===== src/rtl/muldiv_sequencer.sv =====
// muldiv_sequencer: multi-cycle mult/multu/div/divu unit for the execute stage.
// Latency: start sampled at edge N, DATA_W RUN cycles, done pulse in cycle N+DATA_W+1.
// Backpressure: holds stall high from the start cycle until DONE; flush cancels in any state.
module muldiv_sequencer #(
  parameter int DATA_W = 32,
  parameter int CNT_W  = 6
) (
  input  logic              clk,
  input  logic              resetn,
  input  logic              start,
  input  logic [1:0]        op,
  input  logic [DATA_W-1:0] src_a,
  input  logic [DATA_W-1:0] src_b,
  input  logic              flush,
  output logic              stall,
  output logic              done,
  output logic [1:0]        hilo_we,
  output logic [DATA_W-1:0] hi_o,
  output logic [DATA_W-1:0] lo_o
);

  typedef enum logic [1:0] {IDLE = 2'd0, RUN = 2'd1, DONE = 2'd2} state_t;

  state_t              state, state_nxt;
  logic [1:0]          op_q;
  logic [CNT_W-1:0]    cnt;
  logic [DATA_W-1:0]   opnd;     // multiplicand (mult) or divisor (div), magnitude
  logic [DATA_W:0]     hi_r;     // accumulator (mult) or partial remainder (div)
  logic [DATA_W-1:0]   lo_r;     // multiplier (mult) or dividend/quotient (div)
  logic [DATA_W-1:0]   a_raw;    // dividend as issued, returned on divide by zero
  logic                sign_a, sign_b;

  // Operand magnitudes at issue; signed ops take the absolute value, so the
  // most negative value becomes the unsigned magnitude 2^(DATA_W-1).
  logic                in_signed;
  logic [DATA_W-1:0]   abs_a, abs_b;

  // One engine iteration and the sign-corrected final result.
  logic                is_div, is_signed, last_iter, div_by_zero;
  logic [DATA_W:0]     mul_sum;
  logic [DATA_W:0]     rem_sh;
  logic [DATA_W:0]     rem_diff;
  logic [DATA_W-1:0]   quot_sh;
  logic [DATA_W:0]     step_hi;
  logic [DATA_W-1:0]   step_lo;
  logic [2*DATA_W-1:0] prod;
  logic [DATA_W-1:0]   quot, rem;
  logic [DATA_W-1:0]   res_hi, res_lo;

  // Operand conditioning for the issue cycle
  always_comb begin
    in_signed = ~op[0];
    abs_a     = (in_signed && src_a[DATA_W-1]) ? (~src_a + 1'b1) : src_a;
    abs_b     = (in_signed && src_b[DATA_W-1]) ? (~src_b + 1'b1) : src_b;
  end

  // Single shift-add / restoring-divide iteration plus result sign correction
  always_comb begin
    is_div      = op_q[1];
    is_signed   = ~op_q[0];
    last_iter   = (cnt == CNT_W'(DATA_W - 1));
    div_by_zero = is_div && (opnd == '0);

    mul_sum  = hi_r + (lo_r[0] ? {1'b0, opnd} : '0);
    rem_sh   = {hi_r[DATA_W-1:0], lo_r[DATA_W-1]};
    quot_sh  = {lo_r[DATA_W-2:0], 1'b0};
    rem_diff = rem_sh - {1'b0, opnd};

    if (is_div) begin
      if (rem_sh >= {1'b0, opnd}) begin
        step_hi = rem_diff;
        step_lo = quot_sh | {{(DATA_W-1){1'b0}}, 1'b1};
      end else begin
        step_hi = rem_sh;
        step_lo = quot_sh;
      end
    end else begin
      step_hi = {1'b0, mul_sum[DATA_W:1]};
      step_lo = {mul_sum[0], lo_r[DATA_W-1:1]};
    end

    prod = {step_hi[DATA_W-1:0], step_lo};
    if (is_signed && (sign_a ^ sign_b)) prod = ~prod + 1'b1;

    quot = step_lo;
    rem  = step_hi[DATA_W-1:0];
    if (is_signed && (sign_a ^ sign_b)) quot = ~quot + 1'b1;
    if (is_signed && sign_a)            rem  = ~rem + 1'b1;

    if (div_by_zero) begin
      res_hi = a_raw;
      res_lo = '1;
    end else if (is_div) begin
      res_hi = rem;
      res_lo = quot;
    end else begin
      res_hi = prod[2*DATA_W-1:DATA_W];
      res_lo = prod[DATA_W-1:0];
    end
  end

  // State register
  always_ff @(posedge clk or negedge resetn) begin
    if (!resetn) state <= IDLE;
    else         state <= state_nxt;
  end

  // Next-state logic; flush wins in every state
  always_comb begin
    state_nxt = state;
    if (flush) begin
      state_nxt = IDLE;
    end else begin
      case (state)
        IDLE:    if (start) state_nxt = RUN;
        RUN:     if (last_iter) state_nxt = DONE;
        DONE:    state_nxt = IDLE;
        default: state_nxt = IDLE;
      endcase
    end
  end

  // Outputs decoded from state; stall in IDLE is combinational on start
  always_comb begin
    stall = 1'b0;
    done  = 1'b0;
    case (state)
      IDLE:    stall = start & ~flush;
      RUN:     stall = 1'b1;
      DONE:    done  = ~flush;
      default: ;
    endcase
    hilo_we = {2{done}};
  end

  // Datapath: operand latch, iteration registers and result registers
  always_ff @(posedge clk or negedge resetn) begin
    if (!resetn) begin
      op_q   <= '0;
      cnt    <= '0;
      opnd   <= '0;
      hi_r   <= '0;
      lo_r   <= '0;
      a_raw  <= '0;
      sign_a <= 1'b0;
      sign_b <= 1'b0;
      hi_o   <= '0;
      lo_o   <= '0;
    end else if (flush) begin
      cnt <= '0;
    end else if (state == IDLE && start) begin
      op_q   <= op;
      cnt    <= '0;
      opnd   <= op[1] ? abs_b : abs_a;
      lo_r   <= op[1] ? abs_a : abs_b;
      hi_r   <= '0;
      a_raw  <= src_a;
      sign_a <= src_a[DATA_W-1];
      sign_b <= src_b[DATA_W-1];
    end else if (state == RUN) begin
      hi_r <= step_hi;
      lo_r <= step_lo;
      cnt  <= cnt + 1'b1;
      if (last_iter) begin
        hi_o <= res_hi;
        lo_o <= res_lo;
      end
    end
  end

endmodule

===== config.mk =====
export PLATFORM = sky130hd
export DESIGN_NAME = muldiv_sequencer
export DESIGN_NICKNAME = d
export VERILOG_FILES = /design/src/rtl/muldiv_sequencer.sv
export SDC_FILE = /design/constraint.sdc
export NUM_CORES = 1
export LEC_CHECK = 0
export ABC_AREA = 1
export BUFFER_PORTS_ARGS = -buffer_cell sky130_fd_sc_hd__buf_2
export CAP_MARGIN = 10
export CORE_ASPECT_RATIO = 0.9
export CORE_MARGIN = 2
export CORE_UTILIZATION = 40
export CTS_CLUSTER_SIZE = 40
export DETAILED_ROUTE_END_ITERATION = 16
export GPL_TIMING_DRIVEN = 1
export RECOVER_POWER = 50
export SLEW_MARGIN = 40
export SYNTH_ARGS = -nofsm -noshare
export SYNTH_HDL_FRONTEND = slang
export SYNTH_SLANG_ARGS = --single-unit
export TNS_END_PERCENT = 30

===== constraint.sdc =====
create_clock -name clk -period 3.7 [get_ports clk]
set_clock_uncertainty 0.1 [all_clocks]
set_input_delay 0.185 -clock clk [delete_from_list [all_inputs] [get_ports clk]]
set_output_delay 0.185 -clock clk [all_outputs]
set_load 0.02 [all_outputs]

After elaboration in Yosys (flattened, before gate mapping). Index checks and enable logic that the tools add are counted. W data, S select, Z words.

Register bits: 205. Output and inout bits: 68. Word-level logic and storage cells: 79.

$add $sub $neg: 8. Magnitude comparators: 1. Equality and inequality tests: 5. Mux-type cells: 29. Bitwise logic cells: 11. Reduce and logical (&&, ||, !) cells: 14.

Operators with widths (count): $mux W32 (14); $mux W33 (4); $add A32 B1 Y32 const B (4); $not A32 Y32 (4); $add A64 B1 Y64 const B (1); $mux W64 (1); $not A64 Y64 (1); $add A33 B32 Y33 (1); $ge A33 B32 Y1 (1); $sub A33 B32 Y33 (1); $logic_not A32 Y1 (1); $mux W6 (3); $add A6 B1 Y6 const B (1); $eq A6 B5 Y1 const B (1); $logic_and A1 B1 Y1 (6); $mux W2 (3); $ne A3 B3 Y1 const B (2); $reduce_and A2 Y1 (3); $not A1 Y1 (4); $pmux W2 S2 (1); $reduce_and A4 Y1 (1); $reduce_bool A3 Y1 (1); $eq A2 B1 Y1 const B (1); $eq A2 B2 Y1 const B (1); 6 further kinds (7).

Logic depth before layout (Yosys ltp).
Depth in word-level cells: 8. Depth in mapped cells: 33.

Least setup slack after synthesis. No wires, ideal clock.

Kind: register to register. Start: register hi_r[10]. End: register hi_o[26]. Arrival time: 3.313 ns. Required time: 3.480 ns. Path slack: 0.167 ns. Cell stages (with the launch flop): 32. Path buffers: 1. Period minus slack after synthesis: 3.533 ns. Cell sequence: dfrtp_1 ha_1 nand2_1 inv_1 nand2_1 nand2_1 nand2_1 nand3_1 inv_2 nand2_2 nand2_2 buf_6 nand3_1 o21ai_2 ha_1 nand3_1 nor2_2 nand2_1 nor2_2 inv_2 nor3_2 nand3_1 nor2_2 inv_2 nand2_1 nand2_1 a21oi_2 nand2_1 nand3_1 nand2_1 o21ai_1 nand2_1.

Word-level cells in the longest chain between the ends: 8.

Ends and longest elaborated chain: start, declared (line 28) `logic [DATA_W:0] hi_r;`; start signal, assigned (line 161) `hi_r <= step_hi;`; $sub A33 B32 Y33 or $ge A33 B32 Y1 (tied branches) (line 67, 70); $mux W33 or $mux W1 (tied branches) (line 70) `if (rem_sh >= {1'b0, opnd}) begin`; $mux W33 or $mux W32 (tied branches) (line 69) `if (is_div) begin`; $not A64 Y64 or $not A32 Y32 (tied branches) (line 83, 88); $add A64 B1 Y64 or $add A32 B1 Y32 (tied branches) (line 83, 88); $mux W64 or $mux W32 (tied branches) (line 83, 88); $mux W32 * (line 93) `end else if (is_div) begin`; $mux W32 * (line 90) `if (div_by_zero) begin`; end signal, assigned (line 165) `hi_o <= res_hi;`; end, declared (line 18) `output logic [DATA_W-1:0] hi_o,`.

Mark *: on every way between the ends. The rest lies on a longest branch, timed or not. A chain may end at the register's enable or synchronous reset.

Worst setup path after layout.
Start: register opnd[13]. End: register hi_o[18].

Word-level cells in the longest chain between the ends: 8.

Ends and longest elaborated chain: start, declared (line 27) `logic [DATA_W-1:0] opnd;`; start signal, assigned (line 154) `opnd <= op[1] ? abs_b : abs_a;`; $mux W32 (tied with other cells) (line 64) `mul_sum = hi_r + (lo_r[0] ? {1'b0, opnd} : '0);`; $add A33 B32 Y33 (tied with other cells) (line 64); $mux W33 or $mux W32 (tied branches) (line 69); $not A64 Y64 or $not A32 Y32 (tied branches) (line 83, 88); $add A64 B1 Y64 or $add A32 B1 Y32 (tied branches) (line 83, 88); $mux W64 or $mux W32 (tied branches) (line 83, 88); $mux W32 (line 93); $mux W32 * (line 90).

Marks and branches as above.

==> metrics.cfg <==
[floorplanning]
die_y_um=209.6
core_area_um2=46450
die_w_um=232.4
rows=75
initial_core_util=0.4043
boundaryPins=138
fp.dieArea_um2=48710

[clocking]
cts.reportedPaths.clkPinSlew_ps=70
cts_buffers=26
cts-root-buf=clkbuf_16
clock-sinks=204
clk_latency_ps=590
cts_tree=done
h-tree-depth=1
cts_buffer_depth=3

[hold_path]
hp-start=op[1]
hold_path.class=primary input to flip-flop

[placement]
gp_congestion=1.074
dpl_worst_slack_ps=-461.2
port_buffers=137
placed_cells=4082
dp_hpwl_um=74950
dpl_cell_area_um2=23170

[logic_synthesis]
synthMuxAreaShare=0
synth_cells=2982
synth_top_family_by_area=simple AND/OR/NAND/NOR gates
synthArstFlopShare=1.000
synth_fp_nets=3123
synth-xor-area-share=0.05130
synthSimpleGateAreaFrac=0.3572
ys_seq_area_frac=0.2718
synth-seq-cells=204
yosysWarnings=0
synth_edf_count=0
synth_area_um2=18780
netlist-cell-type-count=58
synthFlopType=dfrtp_1
syn_area_per_cell_um2=6.298
synth_fa_ha_area_frac=0.04810
synth_compound_area_frac=0.1512

[sta]
tightestPinTransition_ps=3126
relSlewSlack=-1.084
setup-violations-final=13
slew_violations=107
worst_slack_ps=-115.8
fin_crit_ps=3816
rsz0062_at_grt=true
hold_viol=0
fmax_ghz=0.2621
fin_crit_sh=1.031

[worst_setup_path]
reg2reg_to=hi_o[18]
critPathLaunchType=flip-flop
crit_path_top_delay_cell=dfrtp_1
required_ps=4070
crit_path_end=hi_o[18]
timing.reg2reg.setup_slack_ps=-120
end_kind=flip-flop
cp_common_cell=nand2_1
r2r_start=opnd[13]
cp_slowest_stage_delay_ps=390
critical_path_class=flip-flop to flip-flop
critPathArrivalTime_ps=4180
r2r_cells=30
cp_max_fo=3
critPathLaunch=opnd[13]

[status]
outcome=finished, violations left
violations=max-capacitance violations, max-slew violations, negative setup slack

[detailed_routing]
drc=0
routedWlPerCell_um=22.22
drt_iter0_markers=2438
ant_nets=0
dr.pass1.iters=6
wirelength_um=93760
via_per_inst=5.474
num_vias=23100

[final_layout]
drive_above_1_share=0.2819
finalNetCount=3724
layoutNonFillerInstCount=4219
final_area_um2=26190
layout_commonest_cell=nand2_1
syn2layout_area_growth_pct=39.46
layout_common_cells=nand2_1, buf_4, inv_1
regArea_um2=5111
fill_cells=4620
multi_input_comb_area_um2=12760

[grt]
antenna_found_initial=3
grt_pass1_wl_um=137300
gr-usage-all-layers=0.3776
grt_pass1_vias=22150
grt-ovfl-total=0
grt_max_degree=107

[pwr]
power.density_nw_per_um2=890.6
p_leak_nw=13.67
ir_drop_mv=0.4533

[flow_run]
cap_viol_max_count=1

stage by stage:
stage | utilization | power [mW] | hold WS (ps) | TNS [ps]
global route | 0.5638 | 24.54 | 47.59 | -13960
CTS | 0.5460 | 21.76 | 7.603 | -620.7
floorplan | - | 10.67 | -210.6 | 0
detailed placement | 0.4989 | 18.08 | 86.23 | -12150
finish | 0.5639 | 23.33 | 25.51 | -624.1
global placement | 0.4987 | 18.10 | 254.2 | -10810
Yosys cell counts (all sizes together), types with 36 or more instances:
library cell  count  share of area
o21ai           208          0.057
buf              36          0.014
dfrtp           204           0.27
nor2            311          0.068
nand3           219          0.066
nand2           870           0.18
o22ai            47          0.016
inv             468          0.094
nand4            50          0.020
nor3             43          0.012
clkbuf           66          0.013
a21oi           158          0.044
xor2             78          0.036
ha               69          0.046
state kept, by name (all words and copies together) (netlist names):
signal and flops:
a_raw 32, cnt 6, hi_o 32, hi_r 33, lo_o 32, lo_r 32, op_q 2, opnd 32
sign_b 1, state 2
repair_timing:
item | 4_1_cts | 5_1_grt
endpoints found under the setup margin | 60 | 43
endpoints found under the hold margin | 176 | 0
hold buffers | 54 | 0
resized for setup | 137 | 189
buffers inserted | 10 | 22
pin swaps | 16 | 37
cloned | 2 | 1
critical path: cells and delay by family, from the launching register on:
family	cells	cell delay, ps
simple gates	20	1960
compound gates	3	380
buf+inv	5	450
fa+ha+maj	2	420
flops	1	390
cell families after synthesis:
family / after synthesis
buffers and inverters: 570
AO/OA/AOI/OAI: 495
adder cells (fa/ha/maj): 71
flip-flops: 204
XOR/XNOR: 110
AND/OR/NAND/NOR: 1532
power by group:
group	internal, mW	switching (mW)
Sequential	2.65	0.357
Combinational	7.17	10.5
Clock	1.52	1.14
Total	11.3	12.0
worst min-delay path by stage:
| stage | depth (start not counted) | slack, ps | end |
|---|---|---|---|
| floorplan | 0 | -210 | a_raw[0] |
| global placement | 1 | 250 | hi_r[25] |
| detailed placement | 1 | 90 | hi_r[26] |
| CTS | 5 | 8 | lo_r[0] |
| global route | 4 | 50 | lo_r[25] |
| finish | 5 | 30 | lo_r[0] |
metal layers:
metal	routed length, µm	vias to the layer above	track usage
li1	-	10810	-
met1	38770	10890	0.5009
met2	40560	1141	0.5804
met3	8404	255	0.07609
met4	6027	0	0.1956
met5	0	-	0
final cells by class:
class,instances,share of cell area
clock inverters,13,0.006019
multi-input cells,2209,0.4872
diodes,2,0.0001911
repair buffers,673,0.1871
clock buffers,33,0.02737
inverters,468,0.06721
flip-flops and latches,204,0.1951
repair inverters,1,0.0002866
well taps,616,0.02943
No activity file was read; power rests on OpenSTA's default activity.
